===== src/rtl/multicycle_controller_pkg.sv =====
// Shared types and encodings for the multicycle controller: FSM states, ALU and
// condition codes, datapath source selects, and the per-state control decode.
package multicycle_controller_pkg;

  typedef enum logic [3:0] {
    FETCH,
    DECODE,
    MEMADR,
    MEMRD,
    MEMWB,
    MEMWR,
    EXECUTER,
    EXECUTEI,
    ALUWB,
    BRANCH
  } state_t;

  localparam logic [1:0] ALU_ADD = 2'b00;
  localparam logic [1:0] ALU_SUB = 2'b01;
  localparam logic [1:0] ALU_AND = 2'b10;
  localparam logic [1:0] ALU_ORR = 2'b11;

  localparam logic [3:0] CMD_AND = 4'b0000;
  localparam logic [3:0] CMD_SUB = 4'b0010;
  localparam logic [3:0] CMD_ADD = 4'b0100;
  localparam logic [3:0] CMD_CMP = 4'b1010;
  localparam logic [3:0] CMD_ORR = 4'b1100;

  localparam logic [1:0] OP_DP  = 2'b00;
  localparam logic [1:0] OP_MEM = 2'b01;
  localparam logic [1:0] OP_BR  = 2'b10;
  localparam logic [1:0] OP_ILL = 2'b11;

  localparam logic [3:0] COND_EQ = 4'b0000;
  localparam logic [3:0] COND_NE = 4'b0001;
  localparam logic [3:0] COND_CS = 4'b0010;
  localparam logic [3:0] COND_CC = 4'b0011;
  localparam logic [3:0] COND_MI = 4'b0100;
  localparam logic [3:0] COND_PL = 4'b0101;
  localparam logic [3:0] COND_VS = 4'b0110;
  localparam logic [3:0] COND_VC = 4'b0111;
  localparam logic [3:0] COND_HI = 4'b1000;
  localparam logic [3:0] COND_LS = 4'b1001;
  localparam logic [3:0] COND_GE = 4'b1010;
  localparam logic [3:0] COND_LT = 4'b1011;
  localparam logic [3:0] COND_GT = 4'b1100;
  localparam logic [3:0] COND_LE = 4'b1101;
  localparam logic [3:0] COND_AL = 4'b1110;
  localparam logic [3:0] COND_NV = 4'b1111;

  localparam logic       ADR_PC        = 1'b0;
  localparam logic       ADR_RESULT    = 1'b1;
  localparam logic [1:0] SRCA_REG      = 2'b00;
  localparam logic [1:0] SRCA_PC       = 2'b01;
  localparam logic [1:0] SRCB_REG      = 2'b00;
  localparam logic [1:0] SRCB_IMM      = 2'b01;
  localparam logic [1:0] SRCB_FOUR     = 2'b10;
  localparam logic [1:0] RES_ALUOUT    = 2'b00;
  localparam logic [1:0] RES_DATA      = 2'b01;
  localparam logic [1:0] RES_ALURESULT = 2'b10;

  typedef struct packed {
    logic       irwrite;
    logic       adrsrc;
    logic [1:0] alusrca;
    logic [1:0] alusrcb;
    logic [1:0] resultsrc;
    logic       nextpc;
    logic       regw;
    logic       memw;
    logic       branch;
    logic       aluop;
  } ctrl_t;

  // Raw Moore outputs of each state, before any condition gating.
  function automatic ctrl_t state_ctrl(input state_t s);
    ctrl_t c;
    c = '0;
    case (s)
      FETCH: begin
        c.irwrite   = 1'b1;
        c.adrsrc    = ADR_PC;
        c.alusrca   = SRCA_PC;
        c.alusrcb   = SRCB_FOUR;
        c.resultsrc = RES_ALURESULT;
        c.nextpc    = 1'b1;
      end
      DECODE: begin
        c.alusrca   = SRCA_PC;
        c.alusrcb   = SRCB_FOUR;
        c.resultsrc = RES_ALURESULT;
      end
      MEMADR:   c.alusrcb = SRCB_IMM;
      MEMRD:    c.adrsrc  = ADR_RESULT;
      MEMWB: begin
        c.resultsrc = RES_DATA;
        c.regw      = 1'b1;
      end
      MEMWR: begin
        c.adrsrc = ADR_RESULT;
        c.memw   = 1'b1;
      end
      EXECUTER: c.aluop = 1'b1;
      EXECUTEI: begin
        c.alusrcb = SRCB_IMM;
        c.aluop   = 1'b1;
      end
      ALUWB:    c.regw = 1'b1;
      BRANCH: begin
        c.alusrcb   = SRCB_IMM;
        c.resultsrc = RES_ALURESULT;
        c.branch    = 1'b1;
      end
      default: c = '0;
    endcase
    return c;
  endfunction

endpackage


===== src/rtl/multicycle_controller_cond.sv =====
// Condition-code evaluator: decides from the 4-bit condition field and the
// stored {N,Z,C,V} flags whether the current instruction executes.
module cond_check
  import multicycle_controller_pkg::*;
(
  input  logic [3:0] cond,
  input  logic [3:0] flags,
  output logic       cond_ex
);

  logic n, z, c, v;
  assign {n, z, c, v} = flags;

  always_comb begin
    cond_ex = 1'b0;
    case (cond)
      COND_EQ: cond_ex = z;
      COND_NE: cond_ex = ~z;
      COND_CS: cond_ex = c;
      COND_CC: cond_ex = ~c;
      COND_MI: cond_ex = n;
      COND_PL: cond_ex = ~n;
      COND_VS: cond_ex = v;
      COND_VC: cond_ex = ~v;
      COND_HI: cond_ex = c & ~z;
      COND_LS: cond_ex = ~c | z;
      COND_GE: cond_ex = (n == v);
      COND_LT: cond_ex = (n != v);
      COND_GT: cond_ex = ~z & (n == v);
      COND_LE: cond_ex = z | (n != v);
      COND_AL: cond_ex = 1'b1;
      default: cond_ex = 1'b0;
    endcase
  end

endmodule


===== src/rtl/multicycle_controller.sv =====
// Multicycle ARM-subset control unit: Moore FSM with registered state outputs,
// condition gating and flag register. MULTICYCLE_CONTROLLER_CMP_EN adds CMP.
module multicycle_controller
  import multicycle_controller_pkg::*;
(
  input  logic       clk,
  input  logic       reset_n,
  input  logic [1:0] Op,
  input  logic [5:0] Funct,
  input  logic [3:0] Rd,
  input  logic [3:0] Cond,
  input  logic [3:0] ALUFlags,
  output logic       PCWrite,
  output logic       MemWrite,
  output logic       RegWrite,
  output logic       IRWrite,
  output logic       AdrSrc,
  output logic [1:0] RegSrc,
  output logic [1:0] ALUSrcA,
  output logic [1:0] ALUSrcB,
  output logic [1:0] ResultSrc,
  output logic [1:0] ImmSrc,
  output logic [1:0] ALUControl
);

  state_t     state_q, state_d;
  ctrl_t      ctrl_q, ctrl_d;
  logic [3:0] flags_q, flags_d;
  logic       condex_q, condex_d;
  logic       cond_ex;
  logic [3:0] cmd;
  logic [1:0] alu_dec;
  logic       nowrite;
  logic       cv_op;
  logic       flag_upd;

  assign cmd = Funct[4:1];

  cond_check u_cond_check (
    .cond    (Cond),
    .flags   (flags_q),
    .cond_ex (cond_ex)
  );

  always_comb begin
    alu_dec = ALU_ADD;
    nowrite = 1'b0;
    cv_op   = 1'b0;
    case (cmd)
      CMD_ADD: begin
        alu_dec = ALU_ADD;
        cv_op   = 1'b1;
      end
      CMD_SUB: begin
        alu_dec = ALU_SUB;
        cv_op   = 1'b1;
      end
      CMD_AND: alu_dec = ALU_AND;
      CMD_ORR: alu_dec = ALU_ORR;
`ifdef MULTICYCLE_CONTROLLER_CMP_EN
      CMD_CMP: begin
        alu_dec = ALU_SUB;
        cv_op   = 1'b1;
        nowrite = 1'b1;
      end
`endif
      default: alu_dec = ALU_ADD;
    endcase
  end

  // CMP exists only to set flags, so it updates them even without the S bit.
  assign flag_upd = ((state_q == EXECUTER) || (state_q == EXECUTEI)) &&
                    condex_q && (Funct[0] || nowrite);

  always_comb begin
    state_d = state_q;
    case (state_q)
      FETCH: state_d = DECODE;
      DECODE: begin
        case (Op)
          OP_MEM:  state_d = MEMADR;
          OP_DP:   state_d = Funct[5] ? EXECUTEI : EXECUTER;
          OP_BR:   state_d = BRANCH;
          default: state_d = FETCH;
        endcase
      end
      MEMADR:   state_d = Funct[0] ? MEMRD : MEMWR;
      MEMRD:    state_d = MEMWB;
      EXECUTER: state_d = ALUWB;
      EXECUTEI: state_d = ALUWB;
      default:  state_d = FETCH;
    endcase

    ctrl_d   = state_ctrl(state_d);
    condex_d = (state_q == DECODE) ? cond_ex : condex_q;

    flags_d = flags_q;
    if (flag_upd) begin
      flags_d[3:2] = ALUFlags[3:2];
      if (cv_op) flags_d[1:0] = ALUFlags[1:0];
    end
  end

  // Outputs are registered from the next state so they line up with state_q.
  always_ff @(posedge clk or negedge reset_n) begin
    if (!reset_n) begin
      state_q  <= FETCH;
      ctrl_q   <= state_ctrl(FETCH);
      flags_q  <= 4'b0000;
      condex_q <= 1'b0;
    end else begin
      state_q  <= state_d;
      ctrl_q   <= ctrl_d;
      flags_q  <= flags_d;
      condex_q <= condex_d;
    end
  end

  assign IRWrite    = ctrl_q.irwrite;
  assign AdrSrc     = ctrl_q.adrsrc;
  assign ALUSrcA    = ctrl_q.alusrca;
  assign ALUSrcB    = ctrl_q.alusrcb;
  assign ResultSrc  = ctrl_q.resultsrc;
  assign ALUControl = ctrl_q.aluop ? alu_dec : ALU_ADD;
  assign ImmSrc     = Op;
  assign RegSrc     = {(Op == OP_MEM), (Op == OP_BR)};

  assign PCWrite  = ctrl_q.nextpc |
                    (condex_q & (ctrl_q.branch | (ctrl_q.regw & (Rd == 4'hF))));
  assign RegWrite = ctrl_q.regw & condex_q & ~nowrite;
  assign MemWrite = ctrl_q.memw & condex_q;

endmodule


===== config.mk =====
export PLATFORM = sky130hd
export DESIGN_NAME = multicycle_controller
export DESIGN_NICKNAME = d
export VERILOG_FILES = /design/src/rtl/multicycle_controller_pkg.sv /design/src/rtl/multicycle_controller_cond.sv /design/src/rtl/multicycle_controller.sv
export SDC_FILE = /design/constraint.sdc
export NUM_CORES = 1
export LEC_CHECK = 0
export BUFFER_PORTS_ARGS = -buffer_cell sky130_fd_sc_hd__buf_2
export CORE_MARGIN = 3
export CORE_UTILIZATION = 45
export CTS_BUF_LIST = sky130_fd_sc_hd__clkbuf_8 sky130_fd_sc_hd__clkbuf_16
export CTS_CLUSTER_SIZE = 28
export DETAILED_ROUTE_END_ITERATION = 10
export GPL_ROUTABILITY_DRIVEN = 0
export PLACE_DENSITY = 0.72
export SLEW_MARGIN = 30
export SYNTH_ARGS = -nofsm -noshare
export SYNTH_HDL_FRONTEND = slang
export SYNTH_HIERARCHICAL = 1
export SYNTH_SLANG_ARGS = --single-unit

===== constraint.sdc =====
create_clock -name clk -period 2.4 [get_ports clk]
set_clock_uncertainty 0.2 [all_clocks]
set_input_delay 0.48 -clock clk [delete_from_list [all_inputs] [get_ports clk]]
set_output_delay 0.48 -clock clk [all_outputs]
set_load 0.01 [all_outputs]

# Word level (Yosys, flattened, before mapping)
# Cells that the tools add are included.
# W data, S select, Z words.
[op_classes]
n_eq_ne = 36
mux = 17
n_bitwise = 14
reduce_logical = 17
[op_table]
columns = ["op", "count"]
rows = [
  ["$eq A4 B3 Y1 const B", 11],
  ["$eq A4 B4 Y1 const B", 11],
  ["$eq A4 B2 Y1 const B", 7],
  ["$pmux W4 S5", 1],
  ["$logic_not A4 Y1", 4],
  ["$pmux W1 S15", 1],
  ["$eq A4 B1 Y1 const B", 3],
  ["$pmux W4 S3", 1],
  ["$reduce_or A2 Y1", 6],
  ["$mux W1", 9],
  ["$pmux W2 S2", 2],
  ["$and A1 B1 Y1", 6],
  ["$pmux W2 S3", 1],
  ["$reduce_or A3 Y1", 2],
  ["$not A1 Y1", 4],
  ["$or A1 B1 Y1", 4],
  ["$mux W3", 1],
  ["$eq A2 B1 Y1 const B", 1],
  ["$eq A2 B2 Y1 const B", 1],
  ["$logic_and A1 B1 Y1", 2],
  ["$logic_not A2 Y1", 1],
  ["$mux W2", 1],
  ["$reduce_and A2 Y1", 1],
  ["$eq A1 B1 Y1", 1],
  ["2 further kinds", 2],
]
[totals]
regBits = 21
output_inout_bits = 17
wordCells = 97

# Logic depth before layout (Yosys ltp)
[logic_depth]
depth_word = 6
depth_mapped = 6

# Hierarchy
# Netlist, hierarchy kept.
[modules_own_cells]
columns = ["module", "n_inst", "cells_per_inst", "area_per_inst_um2", "seq_area_each_um2"]
rows = [
  ["multicycle_controller", 1, 92, 955.9, 479.2],
  ["cond_check", 1, 28, 193.9, 0.0],
]

# Least setup slack after synthesis
# No wires, ideal clock.
[synth_path]
path_type = "input to register"
start = "input Cond[3]"
end = "register condex_q"
setup_time_ns = 0.127
arrival_time_ns = 1.612
t_required_ns = 2.073
setup_slack_ns = 0.460
path_stages = 6
cell_sequence = "buf_2 or2b_1 o22ai_1 a211o_1 a211o_1 mux2_1"
[synth_between]
elab_chain_len = 2
elab_cells_between_ends = 16
classes_between = "14 x eq/ne; 1 x mux; 1 x reduce/logical"
[synth_rtl]
columns = ["element", "line", "source"]
rows = [
  ["start: declaration", "multicycle_controller.sv:11", "input logic [3:0] Cond,"],
  ["$eq A4 B4 Y1 (tied with other cells)", "multicycle_controller_cond.sv:16", "case (cond)"],
  ["$pmux W1 S15 (*)", "multicycle_controller_cond.sv:16", ""],
  ["net cond_ex", "multicycle_controller.sv:30", "logic cond_ex;"],
  ["end signal: assignment", "multicycle_controller.sv:115", "condex_q <= condex_d;"],
  ["end: declaration", "multicycle_controller.sv:29", "logic condex_q, condex_d;"],
]
# Mark *: on every way through the listed nets, which the timed path passes. The rest lies on a longest branch.
# A chain may end at the register's enable or synchronous reset.

# Final worst setup path
[layout_path]
start = "register flags_q[3]"
end = "register condex_q"
[layout_between]
elab_chain_len = 3
elab_cells_between_ends = 6
classes_between = "2 x eq/ne; 1 x mux; 3 x bitwise"
[layout_rtl]
columns = ["element", "line", "source"]
rows = [
  ["start: declaration", "multicycle_controller.sv:28", "logic [3:0] flags_q, flags_d;"],
  ["start signal: assignment", "multicycle_controller.sv:114", "flags_q <= flags_d;"],
  ["$ne A1 B1 Y1 / $eq A1 B1 Y1 (equally long branches)", "n/a", ""],
  ["$or A1 B1 Y1 / $and A1 B1 Y1 (equally long branches)", "multicycle_controller_cond.sv:30, multicycle_controller_cond.sv:29", ""],
  ["$pmux W1 S15 (*)", "multicycle_controller_cond.sv:16", ""],
  ["net cond_ex", "multicycle_controller.sv:30", ""],
]
# Marked as above.

==> run_results.csv <==
group,metric,value,unit
synth,synth_top_area_share,34.8,%
synth,synth_cell_types,45,
worst_setup_path,crit_top_cell,"a211o_1",
routing,wl_met2,1.24,mm
clocking,cts_sinks,19,
finish,drive_above_1_share,36.0,%
timing,fin_crit,1.98,ns
finish,nNetsFinal,173,
synth,synth-simple-area-share,25.5,%
timing,max_clock_freq,505,MHz
global_routing,track_usage,15.1,%
synth,synth_fa_ha_area_share,0,%
pwr,pwr-share-seq,44.5,%
finish,mostFrequentLayoutCell,"buf_2",
pwr,power_switching,0.000465,W
synth,synthTopCellsByArea,"dfrtp_1 35%, dfstp_2 6.9%, buf_4 5.9%, nor2_1 4.2%, a21oi_1 3.5%",
worst_setup_path,crit_path_end_kind,"flop",
worst_setup_path,rr_endpoint,"condex_q",
pwr,p_leak,0.654,nW
synth,ys.flop_type,"dfrtp_1",
synth,async_flop_share,100,%
global_routing,grt_overflow,0,
timing,setup_viol_count_final,0,
pwr,internal-power,0.000802,W
placed_design,io_buffers,37,
clocking,cts_hold_buf,1,
floorplan,die_h,56.6,um
hold_path,min_to,"flags_q[0]",
floorplan,initial_core_util,49.6,%
synth,synth_top_family_by_area,"simple AND/OR/NAND/NOR gates",
worst_setup_path,arrival,1.91,ns
worst_setup_path,crit_buf_inv,0,
global_routing,grt_pass1_vias,924,
clocking,post_cts_buffers,0,
routing,vias_per_cell,5.54,
worst_setup_path,r2r_slack,0.42,ns
routing,wire_per_inst,13.4,um
synth,syn-cell-area,1150,um^2
worst_setup_path,cp-start-kind,"flop",
floorplan,die_area,3200,um^2
floorplan,ios,39,
synth,synth_xor_area_share,3.70,%
synth,ys_warn_count,6,
synth,muxShareOfSynthArea,6.20,%
finish,final_cell_mix,"37 x buf_2, 16 x dfrtp_1, 13 x nor2_1",
hold_path,worstHoldStart,"ALUFlags[0]",
timing,hold_ws,0.248,ns
clocking,cts.clk_slew.worst_paths,0.07,ns
worst_setup_path,cp_max_fo,6,
timing,final_max_slew_viol_count,0,
clocking,htree_levels,1,
clocking,cts_resized,0,
synth,synth_fp_nets,142,
synth,synth_top_cell_by_area,"dfrtp_1",
pwr,power.clock.fraction,16.7,%
clocking,cts_tree,"done",
global_routing,grt_pass1_wl,3.90,mm
pwr,peakVddDrop,0.590,mV
clocking,clk_latency,0.25,ns
floorplan,coreArea,2320,um^2
job,max_cap_viol_count,0,
worst_setup_path,rr_worst_depth,5,
routing,routed_wl,2.39,mm
timing,setup_tns,0,ns
synth,synth_seq_cells,19,
synth,synth_edf_count,0,
routing,ant_nets,0,
routing,route.met3.wl,168,um
outcome,status,"finished clean",
routing,drc,0,
clocking,clock_path_buffers,2,
finish,diodes,0,
finish,fillers,226,
pwr,comb_power_share,38.8,%
synth,synthCells,120,
synth,synth_compound_area_share,15.2,%
pwr,p_sw_share,36.7,%
routing,vias,987,
worst_setup_path,cp_top_family,"compound AO/OA/AOI/OAI gates",
worst_setup_path,slowest_delay,0.46,ns
synth,ys_seq_area_share,41.7,%
timing,rsz0062_at_grt,"no",
routing,drtIter0Drc,45,
timing,fin_crit_sh,82.5,%
timing,hold_violations,0,
global_routing,antenna_found_initial,0,
worst_setup_path,cp.required,2.33,ns
worst_setup_path,critPathSlowestCell,"dfrtp_1",
floorplan,fp-row-count,17,
placed_design,place_hpwl,1.86,mm
clocking,cts_buffers,3,
floorplan,die_w,56.6,um
clocking,clock_tree.root_cell,"clkbuf_8",
routing,top_layer,"met4",
worst_setup_path,crit_chain,"xnor2_2 -> o22ai_1 -> a211o_1 -> a211o_1 -> mux2_1",
hold_path,worstHoldPathType,"in -> reg",
routing,drt-met1-wl,970,um
worst_setup_path,critPathKind,"reg -> reg",
synth,syn_avg_cell_area,9.58,um^2
routing,first_pass_iters,4,
worst_setup_path,timing.rr.start,"flags_q[3]",
hold_path,hold_path_depth,2,
pwr,cellPowerDensity,942,nW/um^2
global_routing,grt_max_degree,20,
finish,area_growth,17.0,%
-- area by class of cell --
| cell class | count | area [um^2] | share of cell area (%) |
|---|---|---|---|
| Clock buffer | 3 | 41.3 | 3.07 |
| Clock inverter | 1 | 5.00 | 0.372 |
| Inverter | 1 | 3.75 | 0.279 |
| Multi-Input combinational cell | 88 | 586 | 43.5 |
| Sequential cell | 19 | 479 | 35.6 |
| Tap cell | 28 | 35.0 | 2.60 |
| Timing Repair Buffer | 38 | 195 | 14.5 |
-- state kept, by name, indices dropped and copies added, names as in the netlist --
register / flops
ALUSrcA: 1
ALUSrcB: 1
AdrSrc: 1
ResultSrc: 2
condex_q: 1
ctrl_q: 5
flags_q: 4
state_q: 4
-- per-stage QoR --
stage,power (W),instance area [um^2],setup slack [ns],util [%],instances
after floorplan,0.000957,1150,0.460,-,120
after global placement,0.00104,1290,0.342,55.6,173
after detailed placement,0.00106,1290,0.271,55.6,173
after CTS,0.00128,1350,0.436,58.0,178
after global routing,0.00136,1350,0.385,58.0,178
final,0.00127,1350,0.420,58.0,178
-- logic make-up (layout without fill, tap and decap cells) --
| family | Yosys count | after routing |
|---|---|---|
| other | 1 | 1 |
| XOR/XNOR | 4 | 4 |
| flip-flops | 19 | 19 |
| AND/OR/NAND/NOR | 52 | 52 |
| buffers and inverters | 13 | 43 |
| multiplexers | 6 | 6 |
| AO/OA/AOI/OAI | 25 | 25 |
-- Yosys cell counts (2+ instances only) --
cell type and n:
nand2b_1 5, and3_1 2, o211ai_1 2, xor2_1 3, buf_2 2, a21oi_1 8, nor4_1 2, nand3b_1 3
nor2_1 13, o31ai_1 2, dfrtp_1 16, and2_1 3, nand2_1 6, a211o_1 2, nor3_1 5, mux2_2 2
dfstp_2 3, nor2b_1 4, mux2_1 3, buf_4 9
-- routing by layer --
metal	GRT usage, %	up-vias
met3	1.38	4
met1	18.0	465
met2	27.4	43
li1	-	475
met5	0	-
met4	5.76	0
-- how the worst max path moves through the flow --
stage / from / end / slack, ns / cells past startpoint
3_3_place_gp: Cond[2] / condex_q / 0.34 / 6
4_1_cts: flags_q[3] / condex_q / 0.44 / 5
2_1_floorplan: Cond[3] / condex_q / 0.46 / 6
3_5_place_dp: Cond[2] / condex_q / 0.27 / 6
6_report: flags_q[3] / condex_q / 0.42 / 5
5_1_grt: flags_q[3] / condex_q / 0.38 / 5
-- power groups by stage --
stage	combinational, W	sequential (W)	clock, W
2_1_floorplan	0.000441	0.000516	0
5_1_grt	0.000543	0.000583	0.000236
3_3_place_gp	0.000481	0.000563	0
4_1_cts	0.000495	0.000563	0.000224
3_5_place_dp	0.000492	0.000571	0
6_report	0.000491	0.000564	0.000211
(Power assumes the default switching activity.)
